### config.mk
export PLATFORM = sky130hd
export DESIGN_NAME = uart_print_ctrl
export DESIGN_NICKNAME = d
export VERILOG_FILES = /design/src/rtl/uart_print_ctrl.sv
export SDC_FILE = /design/constraint.sdc
export NUM_CORES = 1
export LEC_CHECK = 0
export ABC_AREA = 1
export CAP_MARGIN = 30
export CORE_UTILIZATION = 38
export DETAILED_ROUTE_END_ITERATION = 12
export SLEW_MARGIN = 10
export SYNTH_ARGS = -nofsm -noshare
export SYNTH_HDL_FRONTEND = slang
export SYNTH_SLANG_ARGS = --single-unit
### constraint.sdc
create_clock -name I_clk -period 3.95 [get_ports I_clk]
set_input_delay 0.395 -clock I_clk [delete_from_list [all_inputs] [get_ports I_clk]]
set_output_delay 0.395 -clock I_clk [all_outputs]
set_load 0.05 [all_outputs]
### src/rtl/uart_print_ctrl.sv
// uart_print_ctrl: drains camera FIFO bytes onto an 8N1 UART line, inserting a sync header per frame
module uart_print_ctrl #(
  parameter int CLK_FREQ = 27_000_000,
  parameter int BAUD = 115_200,
  parameter logic [15:0] SYNC_WORD = 16'hAA55
) (
  input  logic        I_clk,
  input  logic        I_rst,
  input  logic        I_enable,
  input  logic        I_frame_start,
  input  logic        I_fifo_empty,
  input  logic [7:0]  I_fifo_q,
  output logic        O_fifo_rd_en,
  output logic        O_uart_tx,
  output logic        O_busy,
  output logic [23:0] O_frame_bytes,
  output logic [23:0] O_last_frame_bytes,
  output logic        O_sof_overrun
);
  localparam int DIV = CLK_FREQ / BAUD;
  localparam int CW = $clog2(DIV);
  localparam logic [CW-1:0] CNT_MAX = CW'(DIV - 1);
  typedef enum logic [1:0] {IDLE, FETCH, LOAD, SHIFT} state_t;
  typedef enum logic [1:0] {SRC_PAY, SRC_HDR0, SRC_HDR1} src_t;
  state_t state, state_nx;
  src_t src, src_nx;
  logic hdr_pending, hdr1_pending, tx, sof_overrun;
  logic [CW-1:0] baud_cnt;
  logic [3:0] bit_idx;
  logic [8:0] shreg;
  logic [23:0] frame_bytes, last_frame_bytes;
  logic hdr0_load, hdr1_load, pay_load, bit_end, byte_end;
  logic [7:0] load_byte;
  assign hdr0_load = state == LOAD && src == SRC_HDR0;
  assign hdr1_load = state == LOAD && src == SRC_HDR1;
  assign pay_load = state == LOAD && src == SRC_PAY;
  assign bit_end = state == SHIFT && baud_cnt == CNT_MAX;
  assign byte_end = bit_end && bit_idx == 4'd9;
  assign load_byte = src == SRC_PAY ? I_fifo_q : src == SRC_HDR0 ? SYNC_WORD[15:8] : SYNC_WORD[7:0];
  assign O_fifo_rd_en = state == FETCH;
  assign O_busy = state != IDLE;
  assign O_uart_tx = tx;
  assign O_frame_bytes = frame_bytes;
  assign O_last_frame_bytes = last_frame_bytes;
  assign O_sof_overrun = sof_overrun;
  always_comb begin
    state_nx = state;
    src_nx = src;
    case (state)
      IDLE: begin
        if (I_enable && hdr_pending) begin
          state_nx = LOAD;
          src_nx = SRC_HDR0;
        end else if (hdr1_pending) begin
          state_nx = LOAD;
          src_nx = SRC_HDR1;
        end else if (I_enable && !I_fifo_empty) begin
          state_nx = FETCH;
          src_nx = SRC_PAY;
        end
      end
      FETCH: state_nx = LOAD;
      LOAD: state_nx = SHIFT;
      SHIFT: state_nx = byte_end ? IDLE : SHIFT;
      default: state_nx = IDLE;
    endcase
  end
  always_ff @(posedge I_clk) begin
    if (I_rst) begin
      state <= IDLE;
      src <= SRC_PAY;
      hdr_pending <= 1'b0;
      hdr1_pending <= 1'b0;
      sof_overrun <= 1'b0;
    end else begin
      state <= state_nx;
      src <= src_nx;
      hdr_pending <= I_frame_start || (hdr_pending && !hdr0_load);
      hdr1_pending <= hdr0_load || (hdr1_pending && !hdr1_load);
      sof_overrun <= I_frame_start && hdr_pending && !hdr0_load;
    end
  end
  always_ff @(posedge I_clk) begin
    if (I_rst) begin
      tx <= 1'b1;
      shreg <= '1;
      baud_cnt <= '0;
      bit_idx <= '0;
    end else if (state == LOAD) begin
      tx <= 1'b0;
      shreg <= {1'b1, load_byte};
      baud_cnt <= '0;
      bit_idx <= '0;
    end else if (state == SHIFT) begin
      baud_cnt <= bit_end ? '0 : baud_cnt + 1'b1;
      if (bit_end) begin
        tx <= byte_end ? 1'b1 : shreg[0];
        shreg <= {1'b1, shreg[8:1]};
        bit_idx <= bit_idx + 4'd1;
      end
    end
  end
  always_ff @(posedge I_clk) begin
    if (I_rst) begin
      frame_bytes <= '0;
      last_frame_bytes <= '0;
    end else if (hdr0_load) begin
      last_frame_bytes <= frame_bytes;
      frame_bytes <= '0;
    end else if (pay_load && frame_bytes != '1) begin
      frame_bytes <= frame_bytes + 24'd1;
    end
  end
endmodule
==> results of run 1 <==
==> metal layers <==
layer | track usage (%) | vias to the layer above | wire [um]
met5 | 0 | - | 0
met4 | 7.023 | 0 | 113
met3 | 3.244 | 12 | 477
met2 | 30.98 | 83 | 4241
met1 | 26.41 | 1566 | 4598
li1 | - | 1804 | -
==> registers in the layout (all words and copies together), names as in the netlist <==
| register | flops |
|---|---|
| O_uart_tx | 1 |
| baud_cnt | 8 |
| bit_idx | 4 |
| hdr1_pending | 1 |
| O_last_frame_bytes | 24 |
| state | 2 |
| src | 2 |
| shreg | 8 |
| O_sof_overrun | 1 |
| O_frame_bytes | 24 |
| hdr_pending | 1 |
==> critical path, stage by stage, from the launching register on <==
cell     delay (ns)
dfxtp_1        0.43
nand2_2        0.16
inv_2          0.19
nand2_2        0.22
inv_2          0.48
nor2_2         0.09
inv_2          0.49
o22ai_1        0.12
==> through the flow <==
step                      area (sq um)  cells  power (mW)  hold WS, ns  util [%]
after floorplan                   3766    523       1.003       0.4236         -
after global placement            4458    702       1.055       0.4457     47.35
after detailed placement          4458    702       1.056       0.4519     47.35
after CTS                         4651    718       1.649       0.4715     49.40
after global routing              4651    718       1.709       0.4964     49.40
final                             4651    718       1.632       0.4657     49.40
==> power groups by stage <==
| stage | registers [mW] | logic (mW) | clock network, mW |
|---|---|---|---|
| after detailed placement | 0.829 | 0.227 | 0 |
| after global placement | 0.828 | 0.227 | 0 |
| after floorplan | 0.862 | 0.141 | 0 |
| after CTS | 0.811 | 0.228 | 0.610 |
| after global routing | 0.815 | 0.251 | 0.644 |
| final | 0.811 | 0.227 | 0.593 |
==> layout make-up <==
class / instances / area share [%]
clock buffers: 10 / 2.744
clock inverters: 6 / 1.399
inverters: 53 / 4.278
multi-input cells: 380 / 41.62
flip-flops and latches: 76 / 32.71
well taps: 129 / 3.471
repair buffers: 64 / 13.77
==> kinds of logic after synthesis <==
kind of cell	count (synthesis)	share of synthesized area [%]
AND/OR/NAND/NOR	255	30.20
AO/OA/AOI/OAI	105	16.05
flip-flops	76	40.40
buffers and inverters	67	8.206
XOR/XNOR	15	3.488
adder cells (fa/ha/maj)	5	1.661
==> placed cells by master, fill, tap and decap left out, drive strengths merged, types with 2 or more instances in the layout <==
| cell type | count |
|---|---|
| a21oi | 51 |
| xor2 | 7 |
| nor2 | 79 |
| o21ai | 52 |
| nand4 | 5 |
| clkdlybuf4s50 | 64 |
| nand3 | 21 |
| nand3b | 3 |
| nor3b | 2 |
| inv | 53 |
| clkbuf | 10 |
| nor3 | 11 |
| dfxtp | 76 |
| ha | 5 |
| clkinv | 4 |
| nand2 | 132 |
| xnor2 | 8 |
==> worst max-delay path by stage <==
stage	start	slack (ns)	end	depth (start not counted)
floorplan	O_frame_bytes[0]	1.95	O_frame_bytes[10]	11
global placement	state[1]	1.66	hdr_pending	7
detailed placement	state[1]	1.63	hdr_pending	7
CTS	state[1]	1.62	hdr_pending	7
global route	state[1]	1.39	hdr_pending	7
finish	state[1]	1.61	hdr_pending	7
==> results.sh, run 1 <==
export IMPL_gr_usage_all_layers_pct=19.43
export IMPL_final_max_slew_viol_count=0
export IMPL_overflow=0
export IMPL_hold_violations=0
export IMPL_critical_path_arrival_ns=2.54
export IMPL_crit_required_ns=4.16
export IMPL_yosys_area_top_type_share_pct=40.40
export IMPL_hold_path_cell_count=2
export IMPL_syn_to_final_growth_pct=23.49
export IMPL_routedWlPerCell_um=13.13
export IMPL_viasPerCell=4.826
export IMPL_ant_nets=0
export IMPL_cts_root_buffer="clkbuf_8"
export IMPL_nets=602
export IMPL_r2r_setup_slack_ns=1.61
export IMPL_skew_ns=0.01104
export IMPL_postSynthAreaPerCell_sq_um=7.201
export IMPL_synth_edf_count=0
export IMPL_crit_fanout=35
export IMPL_post_place_ws_ns=1.629
export IMPL_multi_input_area_sq_um=1936
export IMPL_fin_crit_sh_pct=59.13
export IMPL_rsz0062_at_grt="false"
export IMPL_critPathCaptureType="flop"
export IMPL_r2r_start="state[1]"
export IMPL_seq_area_sq_um=1521
export IMPL_p_leak_nw=1.718
export IMPL_switching_share_pct=29.25
export IMPL_reg2reg_depth=7
export IMPL_antenna_found_initial=0
export IMPL_slew_headroom_pct=50.18
export IMPL_boundaryPins=65
export IMPL_layout_setup_ws_ns=1.614
export IMPL_core_sq_um=9415
export IMPL_synth_top_cell_by_area="dfxtp_1"
export IMPL_cts_buffers=9
export IMPL_cap_violations=0
export IMPL_syn_instance_count=523
export IMPL_synth_seq_cells=76
export IMPL_cts_hold_buffers=0
export IMPL_grt_pass1_wl_mm=15.58
export IMPL_detail_route_first_pass_iterations=5
export IMPL_htreeDepth=3
export IMPL_yosysMostFrequentCell="nand2_1"
export IMPL_clkLatencyLatePin_ns=0.35
export IMPL_yosys_warnings=0
export IMPL_ys_top_cells_by_area="dfxtp_1 40%, nand2_1 11%, nor2_1 7.4%"
export IMPL_synth_ff_type="dfxtp_1"
export IMPL_clkSinkCount=76
export IMPL_yosysSeqAreaShare_pct=40.40
export IMPL_drt_iter0_drc=164
export IMPL_hpwl_mm=6.900
export IMPL_r2r_end="hdr_pending"
export IMPL_synth_net_count=541
export IMPL_drcViolationCount=0
export IMPL_num_vias=3465
export IMPL_setup_viol=0
export IMPL_share_comb_of_total_power_pct=13.9
export IMPL_p_int_mw=1.154
export IMPL_seqPwrFrac_pct=49.7
export IMPL_timing_fmax_mhz=428.1
export IMPL_initial_utilization_pct=40.00
export IMPL_post_cts_resized=0
export IMPL_fillers=956
export IMPL_fin_crit_ns=2.336
export IMPL_cts_tree="done"
export IMPL_die_area_sq_um=10310
export IMPL_num_antenna_cells=0
export IMPL_portBuffers=64
export IMPL_p_sw_uw=477.2
export IMPL_grt_start_max_net_pins=36
export IMPL_rows=35
export IMPL_synth_cell_type_count=32
export IMPL_routed_wl_mm=9.430
export IMPL_tns_ns=0
export IMPL_yosys_top_cells_count="114 x nand2_1, 76 x dfxtp_1, 74 x nor2_1"
export IMPL_gp_congestion=0.9067
export IMPL_worstHoldStart="shreg[0]"
export IMPL_synthesis_area_sq_um=3766
export IMPL_holdPathEnd="shreg[0]"
export IMPL_tightestPinTransition_ns=0.7465
export IMPL_fp_dieH_um=101.6
export IMPL_startpoint_type="flop"
export IMPL_clkPwrFrac_pct=36.4
export IMPL_die_w_um=101.6
export IMPL_cts_setup_buffers=0
export IMPL_power_density_nw_per_um2=350.8
export IMPL_clockBufferDepth=2
export IMPL_synthArstFlopShare_pct=0
export IMPL_status="finished, final reports clean"
export IMPL_min_path_type="flop to flop"
export IMPL_critical_path_class="flop to flop"
export IMPL_max_vdd_ir_drop_uv=187.7
export IMPL_first_global_vias=3224
export IMPL_drive_gt1_share_pct=11.21
export IMPL_path_clk_slew_ns=0.08
No activity file was read; power rests on OpenSTA's default activity.
==> run 2: changes to the inputs <==
clock period = 2 ns   (was 3.95 ns; I/O delays follow)
==> results.sh, run 2 (synthesis results as in run 1) <==
export IMPL_status="finished, final reports clean"
export IMPL_critical_path_top_delay_family="buffers and inverters"
export IMPL_gr_usage_all_layers_pct=19.95
export IMPL_hold_violations=0
export IMPL_routedWlPerCell_um=13.32
export IMPL_cts_tree="done"
export IMPL_final_cell_mix="114 x nand2_1, 76 x dfxtp_1, 74 x nor2_1"
export IMPL_cpPeakStageDelay_ns=0.88
export IMPL_fin_crit_ns=1.962
export IMPL_cts_hold_buffers=0
export IMPL_detail_route_first_pass_iterations=4
export IMPL_crit_fanout=7
export IMPL_slew_headroom_pct=57.17
export IMPL_grt_start_max_net_pins=35
export IMPL_tightestPinTransition_ns=0.6416
export IMPL_worstPathCellList="clkdlybuf4s50_1"
export IMPL_rsz0062_at_grt="false"
export IMPL_tns_ns=0
export IMPL_crit_buf_inv=1
export IMPL_htreeDepth=3
export IMPL_die_w_um=101.6
export IMPL_num_vias=3559
export IMPL_rows=35
export IMPL_skew_ns=0.01159
export IMPL_cts_buffers=9
export IMPL_startpoint_type="flop"
export IMPL_drt_iter0_drc=157
export IMPL_crit_required_ns=1.80
export IMPL_layout_commonest_cell="nand2_1"
export IMPL_drive_gt1_share_pct=12.83
export IMPL_cap_violations=0
export IMPL_fin_util_pct=50.80
export IMPL_min_path_type="input pin to flop"
export IMPL_layout_setup_ws_ns=0.03832
export IMPL_fin_crit_sh_pct=98.08
export IMPL_critPathCaptureType="primary output"
export IMPL_num_antenna_cells=0
export IMPL_drcViolationCount=0
export IMPL_crit_slowest_cell="clkdlybuf4s50_1"
export IMPL_post_cts_resized=0
export IMPL_setup_viol=0
export IMPL_initial_utilization_pct=40.00
export IMPL_routed_wl_mm=9.713
export IMPL_final_max_slew_viol_count=0
export IMPL_nets=613
export IMPL_hold_path_cell_count=3
export IMPL_critical_path_class="flop to primary output"
export IMPL_boundaryPins=65
export IMPL_viasPerCell=4.882
export IMPL_critical_path_arrival_ns=1.76
export IMPL_portBuffers=64
export IMPL_cp_num_cells=1
export IMPL_clockBufferDepth=2
export IMPL_syn_to_final_growth_pct=27.01
export IMPL_ant_nets=0
export IMPL_hpwl_mm=7.067
export IMPL_whs_ns=0.4490
export IMPL_gp_congestion=0.8445
export IMPL_max_vdd_ir_drop_uv=307.2
export IMPL_fp_dieH_um=101.6
export IMPL_overflow=0
export IMPL_power_density_nw_per_um2=714.0
export IMPL_clkLatencyLatePin_ns=0.35
export IMPL_p_leak_nw=1.818
export IMPL_die_area_sq_um=10310
export IMPL_clkSinkCount=76
export IMPL_core_sq_um=9415
export IMPL_path_clk_slew_ns=0.08
export IMPL_first_global_vias=3385
export IMPL_cts_setup_buffers=0
export IMPL_cts_root_buffer="clkbuf_8"
export IMPL_timing_fmax_mhz=509.8
export IMPL_reg2reg_depth=9
export IMPL_grt_pass1_wl_mm=16.02
export IMPL_post_place_ws_ns=0.2246
export IMPL_antenna_found_initial=0
==> run 2: final timing paths <==
kind / endpoint / slack, ns / from
max: O_frame_bytes[12] / 0.04 / O_frame_bytes[12]
min: O_sof_overrun / 0.45 / I_frame_start
max reg2reg: O_frame_bytes[19] / 0.22 / O_frame_bytes[7]
min reg2reg: shreg[6] / 0.47 / shreg[6]
==> run 2: area by class of cell <==
| cell class | count | area (sq um) |
|---|---|---|
| clock buffers | 11 | 141.4 |
| well taps | 129 | 161.4 |
| fillers | 952 | 4632 |
| clock inverters | 5 | 83.83 |
| multi-input cells | 380 | 1936 |
| repair buffers | 75 | 740.7 |
| flip-flops and latches | 76 | 1521 |
| inverters | 53 | 198.9 |
==> run 2: power by group <==
group | switching, mW | leakage [nW] | internal (mW) | total (mW)
logic | 0.327 | 1.10 | 0.156 | 0.483
registers | 0.0306 | 0.616 | 1.57 | 1.60
clock network | 0.595 | 0.106 | 0.742 | 1.34
==> run 2: metal layers <==
metal	GRT usage (%)	wire length, um	up-vias
met5	0	0	-
met3	4.348	426	16
met4	7.023	153	0
li1	-	-	1825
met2	31.24	4311	84
met1	27.02	4821	1634
==> run 2: per-stage QoR <==
step | power, mW | instance area [sq um] | std cells
floorplan | 1.980 | 3766 | 523
global placement | 2.109 | 4553 | 713
detailed placement | 2.116 | 4553 | 713
CTS | 3.452 | 4778 | 729
global route | 3.577 | 4783 | 729
finish | 3.416 | 4783 | 729
